### config.mk
export PLATFORM = sky130hd
export DESIGN_NAME = ternary_serial_adder_flat
export DESIGN_NICKNAME = d
export VERILOG_FILES = /design/src/rtl/ternary_serial_adder_pkg.sv /design/src/rtl/ternary_serial_adder_if.sv /design/src/rtl/ternary_serial_adder_trit.sv /design/src/rtl/ternary_serial_adder.sv /design/src/flat_wrapper.sv
export SDC_FILE = /design/constraint.sdc
export NUM_CORES = 1
export LEC_CHECK = 0
export CAP_MARGIN = 40
export CORE_ASPECT_RATIO = 1.75
export CORE_UTILIZATION = 53
export DETAILED_ROUTE_END_ITERATION = 10
export HOLD_SLACK_MARGIN = 0.06
export PLACE_DENSITY_LB_ADDON = 0.08
export SKIP_CTS_REPAIR_TIMING = 1
export SLEW_MARGIN = 15
export SYNTH_ARGS = -nofsm -noshare
export SYNTH_HDL_FRONTEND = slang
export SYNTH_SLANG_ARGS = --single-unit
### constraint.sdc
create_clock -name clk -period 3.05 [get_ports clk]
set_input_delay 0.915 -clock clk [delete_from_list [all_inputs] [get_ports clk]]
set_output_delay 0.915 -clock clk [all_outputs]
set_load 0.05 [all_outputs]
### src/rtl/ternary_serial_adder_pkg.sv
// Shared balanced-ternary definitions: trit/mode encodings, FSM state codes and trit helper functions.
package ternary_serial_adder_pkg;

  localparam logic [1:0] TRIT_POS  = 2'b01;
  localparam logic [1:0] TRIT_ZERO = 2'b00;
  localparam logic [1:0] TRIT_NEG  = 2'b11;
  localparam logic [1:0] TRIT_BAD  = 2'b10;

  localparam logic [1:0] MODE_ADD  = 2'b00;
  localparam logic [1:0] MODE_SUB  = 2'b01;
  localparam logic [1:0] MODE_ACC  = 2'b10;
  localparam logic [1:0] MODE_LOAD = 2'b11;

  localparam logic [1:0] ST_IDLE = 2'd0;
  localparam logic [1:0] ST_RUN  = 2'd1;
  localparam logic [1:0] ST_DONE = 2'd2;

  function automatic logic [1:0] trit_neg(input logic [1:0] t);
    case (t)
      TRIT_POS: trit_neg = TRIT_NEG;
      TRIT_NEG: trit_neg = TRIT_POS;
      default:  trit_neg = TRIT_ZERO;
    endcase
  endfunction

  function automatic logic trit_is_bad(input logic [1:0] t);
    trit_is_bad = (t == TRIT_BAD);
  endfunction

  // The illegal code reads as zero.
  function automatic logic signed [2:0] trit_val(input logic [1:0] t);
    case (t)
      TRIT_POS: trit_val = 3'sd1;
      TRIT_NEG: trit_val = -3'sd1;
      default:  trit_val = 3'sd0;
    endcase
  endfunction

  function automatic logic [1:0] trit_enc(input logic signed [2:0] v);
    if (v == 3'sd1)       trit_enc = TRIT_POS;
    else if (v == -3'sd1) trit_enc = TRIT_NEG;
    else                  trit_enc = TRIT_ZERO;
  endfunction

endpackage

### src/rtl/ternary_serial_adder_if.sv
// Operand request / result handshake bundle for the ternary serial adder.
interface ternary_serial_adder_if #(
  parameter int WIDTH = 9
);
  logic                 in_valid;
  logic                 in_ready;
  logic [2*WIDTH-1:0]   op_a;
  logic [2*WIDTH-1:0]   op_b;
  logic [1:0]           cin;
  logic [1:0]           mode;
  logic                 out_valid;
  logic                 out_ready;
  logic [2*WIDTH-1:0]   sum;
  logic [1:0]           cout;
  logic                 enc_err;

  modport master (
    output in_valid, op_a, op_b, cin, mode, out_ready,
    input  in_ready, out_valid, sum, cout, enc_err
  );

  modport slave (
    input  in_valid, op_a, op_b, cin, mode, out_ready,
    output in_ready, out_valid, sum, cout, enc_err
  );
endinterface

### src/rtl/ternary_serial_adder_trit.sv
// Combinational one-trit balanced-ternary full adder on the two-bit digital trit encoding.
module ternary_trit_adder_d
  import ternary_serial_adder_pkg::*;
(
  input  logic [1:0] a_i,
  input  logic [1:0] b_i,
  input  logic [1:0] cin_i,
  output logic [1:0] sum_o,
  output logic [1:0] cout_o
);
  logic signed [2:0] s;

  always_comb begin
    s = trit_val(a_i) + trit_val(b_i) + trit_val(cin_i);
    if (s >= 3'sd2) begin
      sum_o  = trit_enc(s - 3'sd3);
      cout_o = TRIT_POS;
    end else if (s <= -3'sd2) begin
      sum_o  = trit_enc(s + 3'sd3);
      cout_o = TRIT_NEG;
    end else begin
      sum_o  = trit_enc(s);
      cout_o = TRIT_ZERO;
    end
  end
endmodule

### src/rtl/ternary_serial_adder.sv
// Balanced-ternary add/sub/accumulate unit: WIDTH trits, TPC trits per clock, LS trit first,
// with a carry register between beats and a valid/ready handshake on each side.
module ternary_serial_adder
  import ternary_serial_adder_pkg::*;
#(
  parameter int WIDTH = 9,
  parameter int TPC   = 1
) (
  input  logic clk,
  input  logic rst_n,
  ternary_serial_adder_if.slave bus
);
  localparam int BEATS = WIDTH / TPC;
  localparam int CNT_W = $clog2(BEATS + 1);
  localparam int W2    = 2 * WIDTH;

  if (WIDTH % TPC != 0) begin : g_bad_tpc
    $error("ternary_serial_adder: WIDTH must be a multiple of TPC");
  end

  logic [1:0]       state_q, state_d;
  logic [CNT_W-1:0] cnt_q, cnt_d;
  logic [1:0]       mode_q, mode_d;
  logic [W2-1:0]    a_q, a_d, b_q, b_d, sum_q, sum_d, acc_q, acc_d;
  logic [1:0]       carry_q, carry_d, cout_q, cout_d;
  logic             err_q, err_d;

  logic [2*TPC-1:0]        add_s;
  logic [2*TPC+1:0]        chain_c;
  logic [W2+2*TPC-1:0]     sum_cat;
  logic [W2-1:0]           sum_shift;

  function automatic logic [W2-1:0] clean_word(input logic [W2-1:0] w, input logic neg);
    logic [1:0] t;
    clean_word = '0;
    for (int i = 0; i < WIDTH; i++) begin
      t = trit_is_bad(w[2*i +: 2]) ? TRIT_ZERO : w[2*i +: 2];
      clean_word[2*i +: 2] = neg ? trit_neg(t) : t;
    end
  endfunction

  function automatic logic word_bad(input logic [W2-1:0] w);
    word_bad = 1'b0;
    for (int i = 0; i < WIDTH; i++) word_bad = word_bad | trit_is_bad(w[2*i +: 2]);
  endfunction

  // Carry ripples through TPC trit adders per beat.
  assign chain_c[1:0] = carry_q;
  for (genvar g = 0; g < TPC; g++) begin : g_trit
    ternary_trit_adder_d u_trit (
      .a_i   (a_q[2*g +: 2]),
      .b_i   (b_q[2*g +: 2]),
      .cin_i (chain_c[2*g +: 2]),
      .sum_o (add_s[2*g +: 2]),
      .cout_o(chain_c[2*g+2 +: 2])
    );
  end

  assign sum_cat   = {add_s, sum_q};
  assign sum_shift = sum_cat[W2+2*TPC-1:2*TPC];

  always_comb begin
    state_d = state_q;
    cnt_d   = cnt_q;
    mode_d  = mode_q;
    a_d     = a_q;
    b_d     = b_q;
    sum_d   = sum_q;
    acc_d   = acc_q;
    carry_d = carry_q;
    cout_d  = cout_q;
    err_d   = err_q;
    case (state_q)
      ST_IDLE: begin
        if (bus.in_valid) begin
          state_d = ST_RUN;
          cnt_d   = '0;
          mode_d  = bus.mode;
          carry_d = trit_is_bad(bus.cin) ? TRIT_ZERO : bus.cin;
          case (bus.mode)
            MODE_ADD: begin
              a_d   = clean_word(bus.op_a, 1'b0);
              b_d   = clean_word(bus.op_b, 1'b0);
              err_d = word_bad(bus.op_a) | word_bad(bus.op_b) | trit_is_bad(bus.cin);
            end
            MODE_SUB: begin
              a_d   = clean_word(bus.op_a, 1'b0);
              b_d   = clean_word(bus.op_b, 1'b1);
              err_d = word_bad(bus.op_a) | word_bad(bus.op_b) | trit_is_bad(bus.cin);
            end
            MODE_ACC: begin
              a_d   = acc_q;
              b_d   = clean_word(bus.op_b, 1'b0);
              err_d = word_bad(bus.op_b) | trit_is_bad(bus.cin);
            end
            default: begin
              a_d     = clean_word(bus.op_a, 1'b0);
              b_d     = '0;
              carry_d = TRIT_ZERO;
              err_d   = word_bad(bus.op_a) | trit_is_bad(bus.cin);
            end
          endcase
        end
      end
      ST_RUN: begin
        a_d     = a_q >> (2 * TPC);
        b_d     = b_q >> (2 * TPC);
        sum_d   = sum_shift;
        carry_d = chain_c[2*TPC +: 2];
        cnt_d   = cnt_q + CNT_W'(1);
        if (cnt_q == CNT_W'(BEATS - 1)) begin
          state_d = ST_DONE;
          cout_d  = chain_c[2*TPC +: 2];
          // Carry-out is dropped here, so the accumulator wraps modulo 3^WIDTH.
          if (mode_q == MODE_ACC || mode_q == MODE_LOAD) acc_d = sum_shift;
        end
      end
      ST_DONE: begin
        if (bus.out_ready) state_d = ST_IDLE;
      end
      default: state_d = ST_IDLE;
    endcase
  end

  always_ff @(posedge clk) begin
    if (!rst_n) begin
      state_q <= ST_IDLE;
      cnt_q   <= '0;
      mode_q  <= MODE_ADD;
      a_q     <= '0;
      b_q     <= '0;
      sum_q   <= '0;
      acc_q   <= '0;
      carry_q <= TRIT_ZERO;
      cout_q  <= TRIT_ZERO;
      err_q   <= 1'b0;
    end else begin
      state_q <= state_d;
      cnt_q   <= cnt_d;
      mode_q  <= mode_d;
      a_q     <= a_d;
      b_q     <= b_d;
      sum_q   <= sum_d;
      acc_q   <= acc_d;
      carry_q <= carry_d;
      cout_q  <= cout_d;
      err_q   <= err_d;
    end
  end

  assign bus.in_ready  = rst_n && (state_q == ST_IDLE);
  assign bus.out_valid = (state_q == ST_DONE);
  assign bus.sum       = sum_q;
  assign bus.cout      = cout_q;
  assign bus.enc_err   = err_q;
endmodule

### src/flat_wrapper.sv
// flat-port wrapper written by rule: the top's interface ports become plain ports
module ternary_serial_adder_flat import ternary_serial_adder_pkg::*;
#(
  parameter int WIDTH = 9,
  parameter int TPC   = 1
)
  (clk, rst_n, bus_in_valid, bus_op_a, bus_op_b, bus_cin, bus_mode, bus_out_ready, bus_in_ready, bus_out_valid, bus_sum, bus_cout, bus_enc_err);
  ternary_serial_adder_if #(.WIDTH(WIDTH)) bus_i ();
  input  logic clk;
  input  logic rst_n;
  input wire logic [$bits(bus_i.in_valid)-1:0] bus_in_valid;
  input wire logic [$bits(bus_i.op_a)-1:0] bus_op_a;
  input wire logic [$bits(bus_i.op_b)-1:0] bus_op_b;
  input wire logic [$bits(bus_i.cin)-1:0] bus_cin;
  input wire logic [$bits(bus_i.mode)-1:0] bus_mode;
  input wire logic [$bits(bus_i.out_ready)-1:0] bus_out_ready;
  output wire logic [$bits(bus_i.in_ready)-1:0] bus_in_ready;
  output wire logic [$bits(bus_i.out_valid)-1:0] bus_out_valid;
  output wire logic [$bits(bus_i.sum)-1:0] bus_sum;
  output wire logic [$bits(bus_i.cout)-1:0] bus_cout;
  output wire logic [$bits(bus_i.enc_err)-1:0] bus_enc_err;
  assign bus_i.in_valid = bus_in_valid;
  assign bus_i.op_a = bus_op_a;
  assign bus_i.op_b = bus_op_b;
  assign bus_i.cin = bus_cin;
  assign bus_i.mode = bus_mode;
  assign bus_i.out_ready = bus_out_ready;
  assign bus_in_ready = bus_i.in_ready;
  assign bus_out_valid = bus_i.out_valid;
  assign bus_sum = bus_i.sum;
  assign bus_cout = bus_i.cout;
  assign bus_enc_err = bus_i.enc_err;
  ternary_serial_adder #(.WIDTH(WIDTH), .TPC(TPC)) u_core (.clk(clk), .rst_n(rst_n), .bus(bus_i));
endmodule
== Word level (Yosys, flattened, before mapping) ==
Cells that the tools add are included.

* $lt $le $gt $ge: 2
* Multiplexer cells: 57
* Reductions and logical operators: 13
* Add/sub/neg operators: 5
* Bitwise operators: 20
* Eq/ne operators: 59

{| class="wikitable"
|+ Operators by type and width
! kind !! number
|-
| case mux 18 bit (2 select lines) || 3
|-
| == test 2 bit, second input constant || 35
|-
| two-way mux 2 bit || 34
|-
| two-way mux 18 bit || 3
|-
| case mux 2 bit (2 select lines) || 10
|-
| == test 2 x 1 -> 1 bit, second input constant || 14
|-
| bitwise OR 1 bit || 20
|-
| case mux 3 bit (2 select lines) || 3
|-
| == test 3 x 1 -> 1 bit, second input constant || 3
|-
| == test 3 x 2 -> 1 bit, second input constant || 3
|-
| case mux 4 bit (2 select lines) || 1
|-
| adder 3 bit || 2
|-
| case mux 2 bit (3 select lines) || 1
|-
| AND reduction 2 bit || 3
|-
| AND reduction 3 bit || 2
|-
| adder 4 x 1 -> 4 bit, second input constant || 1
|-
| == test 4 bit, second input constant || 1
|-
| logical NOT 2 bit || 2
|-
| two-way mux 4 bit || 1
|-
| inequality test 2 bit, second input constant || 2
|-
| OR reduction 2 bit || 2
|-
| adder 3 bit, second input constant || 1
|-
| >= comparator 3 bit, second input constant || 1
|-
| less-or-equal comparator 3 x 2 -> 1 bit, second input constant || 1
|-
| other kinds (7) || 7
|}

* Input port bits: 44
* Flip-flop bits (word level): 85
* Word-level logic and storage cells: 166

== Logic depth before layout (Yosys ltp) ==
* Depth after elaboration: 12
* Gate-level depth with buffers: 9

== Modules after synthesis ==
Synthesis repeated with hierarchy kept, for this count alone.

* Cells, all modules: 508
* Area, all modules: 4,015.1 um^2

{| class="wikitable"
|+ By module, submodules not included
! module !! cells each !! seq. area each (um^2) !! area each (um^2) !! times used
|-
| ternary_serial_adder || 479 || 1,681.6 || 3,777.4 || 1
|-
| ternary_trit_adder_d || 29 || 0.0 || 237.7 || 1
|}

== Worst setup path after synthesis ==
Ideal clock, no wire load.

* Path kind: input to output
* Start: in rst_n
* End: out bus_in_ready
* Stages: 4
* Path slack: -332 ps
* Required time: 2,135 ps
* Arrival time: 2,467 ps
* Cells stage by stage: buf_2 > clkinv_1 > clkbuf_1 > nor3_1

* Cells in the longest elaborated chain, start to end: 1

{| class="wikitable"
|+ Ends and longest elaborated chain
! item !! line !! RTL
|-
| from (decl) || flat_wrapper.sv:10 || <nowiki>input logic rst_n;</nowiki>
|-
| logical AND 1 bit || ternary_serial_adder.sv:151 || <nowiki>assign bus.in_ready = rst_n && (state_q == ST_IDLE);</nowiki>
|-
| to (decl) || flat_wrapper.sv:17 || <nowiki>output wire logic [$bits(bus_i.in_ready)-1:0] bus_in_ready;</nowiki>
|}

Every way passes these cells.

== Worst setup path in the final report ==
* Start: reg u_core.state_q[1]
* End: out bus_out_valid

* Cells in the longest elaborated chain, start to end: 1

{| class="wikitable"
|+ Ends and longest elaborated chain
! item !! line !! RTL
|-
| from (decl) || ternary_serial_adder.sv:21 || <nowiki>logic [1:0] state_q, state_d;</nowiki>
|-
| from (signal assigned) || ternary_serial_adder.sv:138 || <nowiki>state_q <= state_d;</nowiki>
|-
| == test 2 bit || ternary_serial_adder.sv:152 || <nowiki>assign bus.out_valid = (state_q == ST_DONE);</nowiki>
|-
| to (decl) || flat_wrapper.sv:18 || <nowiki>output wire logic [$bits(bus_i.out_valid)-1:0] bus_out_valid;</nowiki>
|}

Every way passes these cells.

==> summary.md <==
| Metric | Value |
|---|---|
| # IOs | 67 |
| Critical path type | reg2out |
| Grt peak-use layer | met2 |
| Psw | 0.000692 W |
| Worst hold slack | 0.455 ns |
| Chip Width | 68.1 um |
| Largest area contributor in the netlist | dfxtp_1 |
| PortBufs | 66 |
| Initial Utilization | 55.7% |
| Clk_lat worst skew | 0.34 ns |
| Remaining DRCs | 0 |
| Most frequent cells in the layout | 130 x nand2_1, 84 x dfxtp_1, 65 x clkdlybuf4s50_1 |
| Startpoint types | register |
| GRT Util Overall | 28.2% |
| Nets | 618 |
| First-pass GRT wire length | 17.3 mm |
| Final Hold Fails | 0 |
| Ys flop type | dfxtp_1 |
| RSZ-0062 raised after global routing | no |
| Clk pwr share | 41.0% |
| Num rows | 41 |
| Top area cells in the synthesized netlist | dfxtp_1 41%, nand2_1 12%, a21oi_1 7.4% |
| Vias in the first global route | 3752 |
| Largest net degree at the start of global routing | 77 |
| Antenna violations before repair | 0 |
| Yosys cell types | 46 |
| Clock-pin slew on the worst setup and hold paths | 0.06 ns |
| Worst EP arrival | 1.84 ns |
| # diodes | 0 |
| Async SR Flop Fraction | 0% |
| Post-synth EDFFs | 0 |
| Syn Area/Cell | 7.73 sq um |
| Clock sinks | 84 |
| Vias/cell | 5.70 |
| Commonest non-fill, non-tap cell in the layout | nand2_1 |
| Wire per inst | 15.8 um |
| Met1 usage | 32.0% |
| Grt met3 use | 4.46% |
| Setup crit end kind | output port |
| Peak supply drop | 506 uV |
| Final setup skew | 0.00459 ns |
| Max FO, Critical Path | 6 |
| Detailed Routing Iterations Pass 1 | 5 |
| Run status | finished, final reports clean |
| Worst hold path type | reg2reg |
| Synthesized area | 0.00406 sq mm |
| Htree depth | 3 |
| Reg2Reg Launch Point | u_core.a_q[0] |
| Reg2reg setup slack | 0.32 ns |
| Total global routing overflow | 0 |
| R2r endpoint | u_core.acc_q[17] |
| CTS tree | built |
| Max-slew headroom | 47.9% |
| Sequential-to-total area share from yosys stat | 41.4% |
| Met2 usage | 48.9% |
| Fin crit share | 90.4% |
| Gp weighted congestion | 0.855 |
| Crit path from | u_core.state_q[1] |
| DRT iter0 DRCs | 339 |
| Area grow syn2layout | 23.8% |
| Internal | 0.00200 W |
| Die area | 0.00802 sq mm |
| PwrDens | 535 mW/mm^2 |
| FF+latch count, synth | 84 |
| Worst Setup EP | bus_out_valid |
| Flop pwr share | 43.7% |
| Fin. max-slew vios | 0 |
| Core area | 0.00728 sq mm |
| Tmin final | 2.76 ns |
| Sw frac | 25.8% |
| Post-Route WL | 10.4 mm |
| Share of cells above drive strength 1 | 6.63% |
| Fmax achieved | 0.363 GHz |
| Post-DRT Antenna Nets | 0 |
| FF-to-FF path depth | 9 |
| Slew @ Worst Pin | 0.782 ns |
| CTS Buffer Depth | 2 |
| Final setup fails | 0 |
| Die Y | 118 um |
| Synth top area share | 41.4% |
| Synthesized net count | 575 |
| Worst EP required | 2.13 ns |
| Number of CTS-inserted buffers | 9 |
| Fillers | 626 |
| Max cap viols | 0 |
| CTS root buffer | clkbuf_16 |
| Vias | 3755 |
| Setup TNS Final | 0 ns |
| Yosys warns | 0 |
| Lkg Pwr | 1.86 nW |
| Post-DP HPWL | 7.02 mm |
| Synth Instances | 525 |
| Combinational Power Share | 15.2% |
-- cell type report --
class                           count  area (sq um)  area share (%)
Clock buffer                       11           253            5.03
Multi-Input combinational cell    381          2110            41.9
Clock inverter                      5          50.0           0.996
Sequential cell                    84          1680            33.5
Inverter                           17          63.8            1.27
Tap cell                           86           108            2.14
Timing Repair Buffer               75           763            15.2
-- worst max-delay path, cell delays in order (launching register included) --
cell and delay, ns:
dfxtp_1 0.50, and2b_1 0.20, clkdlybuf4s50_1 0.80
-- sequential cells by signal, summed over array words and instances, names as in the netlist --
signal,count
u_core.a_q,18
u_core.acc_q,18
u_core.b_q,18
u_core.bus.sum,18
u_core.cnt_q,4
u_core.bus.cout,2
u_core.carry_q,2
u_core.state_q,2
u_core.bus.enc_err,1
u_core.mode_q,1
-- stage by stage --
step / worst slack, ns / area [sq um] / util, % / cells / total power [W]
5_1_grt: 0.153 / 5020 / 69.0 / 659 / 0.00280
3_3_place_gp: 0.330 / 4720 / 64.8 / 643 / 0.00159
6_report: 0.294 / 5020 / 69.0 / 659 / 0.00269
3_5_place_dp: 0.317 / 4720 / 64.8 / 643 / 0.00161
2_1_floorplan: 0.0939 / 4060 / - / 525 / 0.00146
4_1_cts: 0.260 / 5020 / 69.0 / 659 / 0.00271
-- Yosys cell counts (2+ instances only) --
library cell	number
nand3_1	31
buf_2	18
clkbuf_1	17
dfxtp_1	84
a21o_1	7
o31ai_1	2
ha_1	4
a31oi_1	9
o2111ai_1	2
a21oi_1	60
o221ai_1	2
a311oi_1	16
nor3_1	7
buf_6	3
nor2b_1	3
a311o_1	9
inv_1	16
nand3b_1	2
and2_1	9
fa_1	2
buf_4	5
nand2b_1	10
o21ai_0	10
nand2_1	130
mux2i_1	10
o22ai_1	3
nor2_1	35
-- power by group through the flow --
| stage | Clock, W | Combinational (W) | Sequential (W) |
|---|---|---|---|
| global placement | 0 | 0.000397 | 0.00120 |
| detailed placement | 0 | 0.000407 | 0.00120 |
| CTS | 0.00112 | 0.000410 | 0.00118 |
| global route | 0.00117 | 0.000451 | 0.00118 |
| floorplan | 0 | 0.000258 | 0.00121 |
| finish | 0.00110 | 0.000410 | 0.00118 |
-- routing by layer --
metal / wire, um / part of all wire [%]
met2: 5660 / 54
met1: 4110 / 39
met4: 261 / 2.5
met3: 405 / 3.9
met5: 0 / 0
-- worst min-delay path by stage --
stage,from,endpoint,slack [ns],cells past startpoint
2_1_floorplan,u_core.a_q[16],u_core.a_q[14],0.43,2
3_3_place_gp,u_core.a_q[6],u_core.a_q[4],0.44,2
3_5_place_dp,u_core.acc_q[6],u_core.acc_q[6],0.45,2
4_1_cts,u_core.acc_q[6],u_core.acc_q[6],0.46,2
5_1_grt,u_core.a_q[2],u_core.a_q[0],0.47,2
6_report,u_core.acc_q[5],u_core.acc_q[5],0.45,2
-- cell families after synthesis --
group / Yosys count / synth area share [%]
compound gates: 124 / 19.8
xor+xnor: 1 / 0.586
fa+ha+maj: 6 / 2.22
buf+inv: 60 / 7.12
flops: 84 / 41.4
mux: 11 / 2.74
simple gates: 239 / 26.1
Power figures use the tool's default switching activity.
